`src/rtl/tx_pkg.sv`:
```
// Shared definitions for the 10G MAC TX word sequencer: state encoding,
// default frame limits and the byte-count to valid-byte-mask helper.
package tx_pkg;

  localparam int WORD_BYTES    = 8;
  localparam int DEF_LEN_W     = 13;
  localparam int DEF_MAX_LEN   = 1518;
  localparam int DEF_MIN_LEN   = 60;
  localparam int DEF_IFG_WORDS = 2;

  typedef enum logic [2:0] {
    ST_IDLE,
    ST_PRE,
    ST_DATA,
    ST_PAD,
    ST_FCS,
    ST_IFG
  } tx_state_e;

  // A remainder of zero means the word is completely full.
  function automatic logic [WORD_BYTES-1:0] bytes_to_mask(input logic [2:0] nbytes);
    logic [WORD_BYTES-1:0] m;
    if (nbytes == 3'd0) m = '1;
    else                m = (8'h01 << nbytes) - 8'h01;
    return m;
  endfunction

endpackage

```
`src/rtl/tx_word_counter.sv`:
```
// Loadable up-counter with synchronous clear and count enable; clear wins
// over load, load wins over enable.
module tx_word_counter #(
  parameter int W = 13
) (
  input  logic         clk,
  input  logic         rst_n,
  input  logic         clr_i,
  input  logic         load_i,
  input  logic [W-1:0] load_val_i,
  input  logic         en_i,
  output logic [W-1:0] cnt_o
);

  logic [W-1:0] cnt_q, cnt_d;

  always_comb begin
    cnt_d = cnt_q;
    if (clr_i)       cnt_d = '0;
    else if (load_i) cnt_d = load_val_i;
    else if (en_i)   cnt_d = cnt_q + W'(1);
  end

  always_ff @(posedge clk or negedge rst_n) begin
    if (!rst_n) cnt_q <= '0;
    else        cnt_q <= cnt_d;
  end

  assign cnt_o = cnt_q;

endmodule

```
`src/rtl/tx_num_sequencer.sv`:
```
// TX frame-phase sequencer: PRE -> DATA -> [PAD] -> FCS -> IFG per frame.
// Build with TX_PAD_EN defined to pad short frames up to MIN_LEN.
module tx_num_sequencer
  import tx_pkg::*;
#(
  parameter int LEN_W     = DEF_LEN_W,
  parameter int MAX_LEN   = DEF_MAX_LEN,
  parameter int MIN_LEN   = DEF_MIN_LEN,
  parameter int IFG_WORDS = DEF_IFG_WORDS
) (
  input  logic             txclk,
  input  logic             reset,
  input  logic             start_tx,
  input  logic [LEN_W-1:0] frame_len,
  input  logic             client_valid,
  output logic             start_ack,
  output logic             len_err,
  output logic             in_pre,
  output logic             data_req,
  output logic             in_pad,
  output logic             in_fcs,
  output logic             in_ifg,
  output logic [LEN_W-1:0] word_cnt,
  output logic [7:0]       last_mask,
  output logic             end_data_cnt,
  output logic             end_pad_cnt,
  output logic             underrun,
  output logic             busy
);

  localparam logic [LEN_W-1:0] MAX_L   = LEN_W'(MAX_LEN);
  localparam logic [LEN_W-1:0] MIN_L   = LEN_W'(MIN_LEN);
  localparam logic [LEN_W-1:0] IFG_L   = LEN_W'(IFG_WORDS);
  localparam logic [LEN_W-1:0] ONE     = LEN_W'(1);
  localparam logic [LEN_W-1:0] SEVEN   = LEN_W'(7);
  localparam logic [2:0]       MIN_REM = MIN_L[2:0];

  tx_state_e        state_q, state_d;
  logic [2:0]       rem_q, rem_d;
  logic [LEN_W-1:0] dw_q, dw_d, ew_q, ew_d, ifg_q, ifg_d;
  logic             ack_q, ack_d, err_q, err_d, und_q, und_d;
  logic             len_ok, cnt_clr, cnt_en;
  logic [LEN_W-1:0] pad_len;

`ifdef TX_PAD_EN
  assign len_ok  = (frame_len >= ONE) && (frame_len <= MAX_L);
  assign pad_len = (frame_len < MIN_L) ? MIN_L : frame_len;
`else
  assign len_ok  = (frame_len >= MIN_L) && (frame_len <= MAX_L);
  assign pad_len = frame_len;
`endif

  tx_word_counter #(.W(LEN_W)) u_word_cnt (
    .clk        (txclk),
    .rst_n      (reset),
    .clr_i      (cnt_clr),
    .load_i     (1'b0),
    .load_val_i ('0),
    .en_i       (cnt_en),
    .cnt_o      (word_cnt)
  );

  always_comb begin
    state_d      = state_q;
    rem_d        = rem_q;
    dw_d         = dw_q;
    ew_d         = ew_q;
    ifg_d        = ifg_q;
    ack_d        = 1'b0;
    err_d        = 1'b0;
    und_d        = 1'b0;
    cnt_clr      = 1'b0;
    cnt_en       = 1'b0;
    in_pre       = 1'b0;
    data_req     = 1'b0;
    in_pad       = 1'b0;
    in_fcs       = 1'b0;
    in_ifg       = 1'b0;
    end_data_cnt = 1'b0;
    end_pad_cnt  = 1'b0;
    last_mask    = 8'h00;
    case (state_q)
      ST_IDLE: begin
        cnt_clr = 1'b1;
        if (start_tx) begin
          if (len_ok) begin
            rem_d   = frame_len[2:0];
            dw_d    = (frame_len + SEVEN) >> 3;
            ew_d    = (pad_len + SEVEN) >> 3;
            ack_d   = 1'b1;
            state_d = ST_PRE;
          end else begin
            err_d = 1'b1;
          end
        end
      end
      ST_PRE: begin
        in_pre  = 1'b1;
        cnt_clr = 1'b1;
        state_d = ST_DATA;
      end
      ST_DATA: begin
        data_req     = 1'b1;
        end_data_cnt = (word_cnt == dw_q - ONE);
        last_mask    = end_data_cnt ? bytes_to_mask(rem_q) : 8'hFF;
        // A starved client aborts the frame: no pad, no FCS, straight to gap.
        if (!client_valid) begin
          und_d   = 1'b1;
          ifg_d   = '0;
          state_d = ST_IFG;
        end else begin
          cnt_en = 1'b1;
          if (end_data_cnt) state_d = (ew_q > dw_q) ? ST_PAD : ST_FCS;
        end
      end
      ST_PAD: begin
        in_pad      = 1'b1;
        cnt_en      = 1'b1;
        end_pad_cnt = (word_cnt == ew_q - ONE);
        last_mask   = end_pad_cnt ? bytes_to_mask(MIN_REM) : 8'hFF;
        if (end_pad_cnt) state_d = ST_FCS;
      end
      ST_FCS: begin
        in_fcs  = 1'b1;
        ifg_d   = '0;
        state_d = ST_IFG;
      end
      ST_IFG: begin
        in_ifg = 1'b1;
        ifg_d  = ifg_q + ONE;
        if (ifg_q == IFG_L - ONE) state_d = ST_IDLE;
      end
      default: state_d = ST_IDLE;
    endcase
  end

  always_ff @(posedge txclk or negedge reset) begin
    if (!reset) begin
      state_q <= ST_IDLE;
      rem_q   <= '0;
      dw_q    <= '0;
      ew_q    <= '0;
      ifg_q   <= '0;
      ack_q   <= 1'b0;
      err_q   <= 1'b0;
      und_q   <= 1'b0;
    end else begin
      state_q <= state_d;
      rem_q   <= rem_d;
      dw_q    <= dw_d;
      ew_q    <= ew_d;
      ifg_q   <= ifg_d;
      ack_q   <= ack_d;
      err_q   <= err_d;
      und_q   <= und_d;
    end
  end

  assign start_ack = ack_q;
  assign len_err   = err_q;
  assign underrun  = und_q;
  assign busy      = (state_q != ST_IDLE);

endmodule
```
`config.mk`:
```
export PLATFORM = sky130hd
export DESIGN_NAME = tx_num_sequencer
export DESIGN_NICKNAME = d
export VERILOG_FILES = /design/src/rtl/tx_pkg.sv /design/src/rtl/tx_word_counter.sv /design/src/rtl/tx_num_sequencer.sv
export SDC_FILE = /design/constraint.sdc
export NUM_CORES = 1
export LEC_CHECK = 0
export BUFFER_PORTS_ARGS = -buffer_cell sky130_fd_sc_hd__buf_2
export CORE_UTILIZATION = 55
export DETAILED_ROUTE_END_ITERATION = 10
export PLACE_DENSITY = 0.81
export REMOVE_ABC_BUFFERS = 1
export SETUP_SLACK_MARGIN = 0.5
export SYNTH_ARGS = -nofsm -noshare
export SYNTH_HDL_FRONTEND = slang
export SYNTH_SLANG_ARGS = --single-unit
```
`constraint.sdc`:
```
create_clock -name txclk -period 3.4 [get_ports txclk]
set_clock_uncertainty 0.05 [all_clocks]
set_input_delay 0.68 -clock txclk [delete_from_list [all_inputs] [get_ports txclk]]
set_output_delay 0.68 -clock txclk [all_outputs]
set_load 0.01 [all_outputs]
```
==> results.json <==
{
  "switching_share": 0.432,
  "synth_flop_cell": "dfrtp_1",
  "regToRegSetupSlack_ns": 0.88,
  "viasPerCell": 5.86,
  "sequentialPowerShare": 0.384,
  "coreArea_sq_um": 4850,
  "synth_top_area_share": 0.397,
  "grt_pass1_wl_um": 10700,
  "grt_pass1_vias": 2286,
  "dieWidth_um": 73.8,
  "maxSlewViolCount": 0,
  "cts_buffer_depth": 2,
  "cts_tree": "yes",
  "first_iter_violations": 215,
  "antenna_found_initial": 0,
  "vdd_drop_max_v": 0.000533,
  "cpPeakStageDelay_ns": 0.40,
  "cp-end-kind": "primary output",
  "min_path_type": "register to register",
  "fin_crit_sh": 0.962,
  "grt.overflow.total": 0,
  "io_pins": 49,
  "cp_slowest_cell": "dfrtp_1",
  "synth-simple-area-share": 0.258,
  "synthTopCellsByArea": "dfrtp_1, xor2_1, nor2_1",
  "synthXorXnorAreaFrac": 0.108,
  "yosysUniqueCellTypes": 52,
  "power.switching_uw": 958,
  "placed_cell_area_sq_um": 3110,
  "synth-seq-area-share": 0.397,
  "total_power_mw": 2.21,
  "nets": 394,
  "hold_viol_final": 0,
  "drt.antenna.violating_nets": 0,
  "combPwrFrac": 0.466,
  "port_buffers": 48,
  "yosys-top-cells-count": "dfrtp_1, nor2_1, nand2_1",
  "arrival_ns": 2.54,
  "rsz0062_at_grt": "yes",
  "synth-warning-count": 0,
  "htreeDepth": 2,
  "relSlewSlack": 0.341,
  "setup_viol": 0,
  "synth_area_sq_um": 2840,
  "initial_utilization": 0.586,
  "p_per_area_nw_per_um2": 660,
  "status": "complete, no violations",
  "worstMarginPinSlew_ns": 0.989,
  "cp.required_ns": 2.67,
  "crit_end": "end_data_cnt",
  "fin_crit_ns": 3.27,
  "synth-edff-count": 0,
  "worstSetupStartpointType": "register",
  "wirelength_um": 6840,
  "fp.dieH_um": 73.8,
  "routabilityCongestion": 0.884,
  "layout-drive-gt1-share": 0.262,
  "synth_compound_area_frac": 0.147,
  "clkLatencyLatePin_ns": 0.30,
  "syn-instance-count": 323,
  "cts.clk_slew.worst_paths_ns": 0.08,
  "dr.pass1.iters": 4,
  "cts-buffers-inserted": 5,
  "synthMuxAreaShare": 0.0309,
  "crit_path_frequent_cell": "buf_4",
  "drc_errors": 0,
  "num_rows": 25,
  "rr_startpoint": "dw_q[1]",
  "place_hpwl_um": 4340,
  "fillers": 369,
  "cts-root-buf": "clkbuf_8",
  "yosysTopAreaCell": "dfrtp_1",
  "r2r_end": "state_q[2]",
  "p_leak_nw": 1.59,
  "drv_cap": 0,
  "syn_to_final_growth_pct": 18.2,
  "diodes": 0,
  "synth_most_common_cell": "dfrtp_1",
  "max_freq_ghz": 0.306,
  "final.setup.tns_ns": 0,
  "synth_fa_ha_area_frac": 0.0176,
  "cp-startpoint": "dw_q[0]",
  "ys_async_sr_fraction": 1.00,
  "die_area_sq_um": 5450,
  "grt_max_degree": 46,
  "power.share.clock": 0.149,
  "vias": 2585,
  "fin_area_sq_um": 3350,
  "ys_ff_latch": 45,
  "synth_top_family_by_area": "simple AND/OR/NAND/NOR gates",
  "path_cells": "buf_4 > nor3_4 > buf_4 > and2_1 > a311oi_1 > nor3_2 > nor4_4 > buf_4 > and2_1 > buf_2",
  "p_int_mw": 1.26,
  "r2r_cells": 12,
  "criticalPathCategory": "register to primary output",
  "grtUsageTotal": 0.256,
  "worstPathMaxFanout": 5,
  "syn_avg_cell_area_sq_um": 8.79,
  "wl_per_cell_um": 15.5,
  "cts_sinks": 45
}
how the worst min path moves through the flow:
stage / from / to / slack [ns] / cells after the start
floorplan: reset / dw_q[0] / 0.33 / 0
global placement: ifg_q[12] / ifg_q[12] / 0.43 / 1
detailed placement: ifg_q[12] / ifg_q[12] / 0.46 / 1
CTS: ifg_q[12] / ifg_q[12] / 0.47 / 1
global route: ifg_q[0] / ifg_q[0] / 0.52 / 1
finish: ifg_q[12] / ifg_q[12] / 0.47 / 1
repair_timing:
| action | 4_1_cts | 5_1_grt |
|---|---|---|
| buffers inserted | 8 | 0 |
| hold buffers | 0 | 0 |
| gates cloned | 1 | 0 |
| resized for setup | 13 | 7 |
| pin swaps | 7 | 3 |
| endpoints found under the setup margin | 9 | 9 |
| hold endpoints to repair | 0 | 0 |
power by group through the flow:
stage	Sequential (mW)	Clock, mW	Combinational, mW
detailed placement	0.846	0	0.844
finish	0.851	0.331	1.03
global placement	0.835	0	0.816
global route	0.875	0.359	1.12
CTS	0.838	0.336	0.953
floorplan	0.799	0	0.602
state kept, by name, summed over array words and instances, names as in the netlist:
signal	flops
ifg_q	13
u_word_cnt.cnt_o	13
dw_q	10
rem_q	3
state_q	3
len_err	1
start_ack	1
underrun	1
through the flow:
| step | hold WS, ns | instances | setup slack [ns] | utilization |
|---|---|---|---|---|
| finish | 0.470 | 441 | 0.128 | 0.692 |
| global route | 0.519 | 441 | 0.0415 | 0.692 |
| CTS | 0.472 | 441 | 0.161 | 0.682 |
| detailed placement | 0.461 | 424 | 0.321 | 0.641 |
| global placement | 0.434 | 424 | 0.439 | 0.641 |
| floorplan | 0.334 | 307 | 0.389 | - |
cell type report:
cell class / instances / area (sq um) / area share
clock buffers: 5 / 68.8 / 0.0205
inverters: 12 / 45.0 / 0.0134
repair buffers: 59 / 320 / 0.0955
multi-input cells: 250 / 1690 / 0.504
flip-flops and latches: 45 / 1130 / 0.336
well taps: 67 / 83.8 / 0.0250
clock inverters: 3 / 17.5 / 0.00522
critical path, delay by kind of cell, from the launching register on:
| kind | cells | cell delay (ns) |
|---|---|---|
| flops | 1 | 0.40 |
| buf+inv | 4 | 0.61 |
| simple gates | 5 | 0.86 |
| compound gates | 1 | 0.38 |
cell usage in the layout, fill, tap and decap left out, types with 2 or more instances in the layout:
master,count
a21oi_1,15
ha_1,3
nand3b_1,3
xnor2_1,15
mux2_2,6
inv_1,10
inv_2,2
a21o_1,4
a31oi_1,7
buf_4,10
a22o_1,4
o21ai_0,20
or2_2,3
nand2b_1,2
o2111ai_2,2
or3_1,9
dfrtp_1,43
dfrtp_2,2
nand4_1,6
nor2b_1,6
clkinv_2,2
clkbuf_8,5
xor2_1,19
nor3_2,2
nor4_1,5
nand2_1,27
mux2i_1,2
nor2_1,37
nand3_1,11
buf_2,49
nor3_1,3
and2_1,5
and4_1,5
and3_1,4
kinds of logic (layout without fill, tap and decap cells):
| kind of cell | count (synthesis) | after routing |
|---|---|---|
| compound gates | 65 | 65 |
| fa+ha+maj | 4 | 4 |
| xor+xnor | 35 | 35 |
| flops | 45 | 45 |
| mux | 8 | 8 |
| buf+inv | 28 | 79 |
| simple gates | 138 | 138 |
layer usage:
metal  global-route usage  part of all wire  routed length, um  vias up
li1                     -                 -                  -     1236
met1                0.337              0.42               2890     1241
met2                0.425              0.51               3450       87
met3               0.0453             0.045                306       21
met4               0.0876             0.028                193        0
met5                    0                 0                  0        -
No activity file was read; power rests on OpenSTA's default activity.
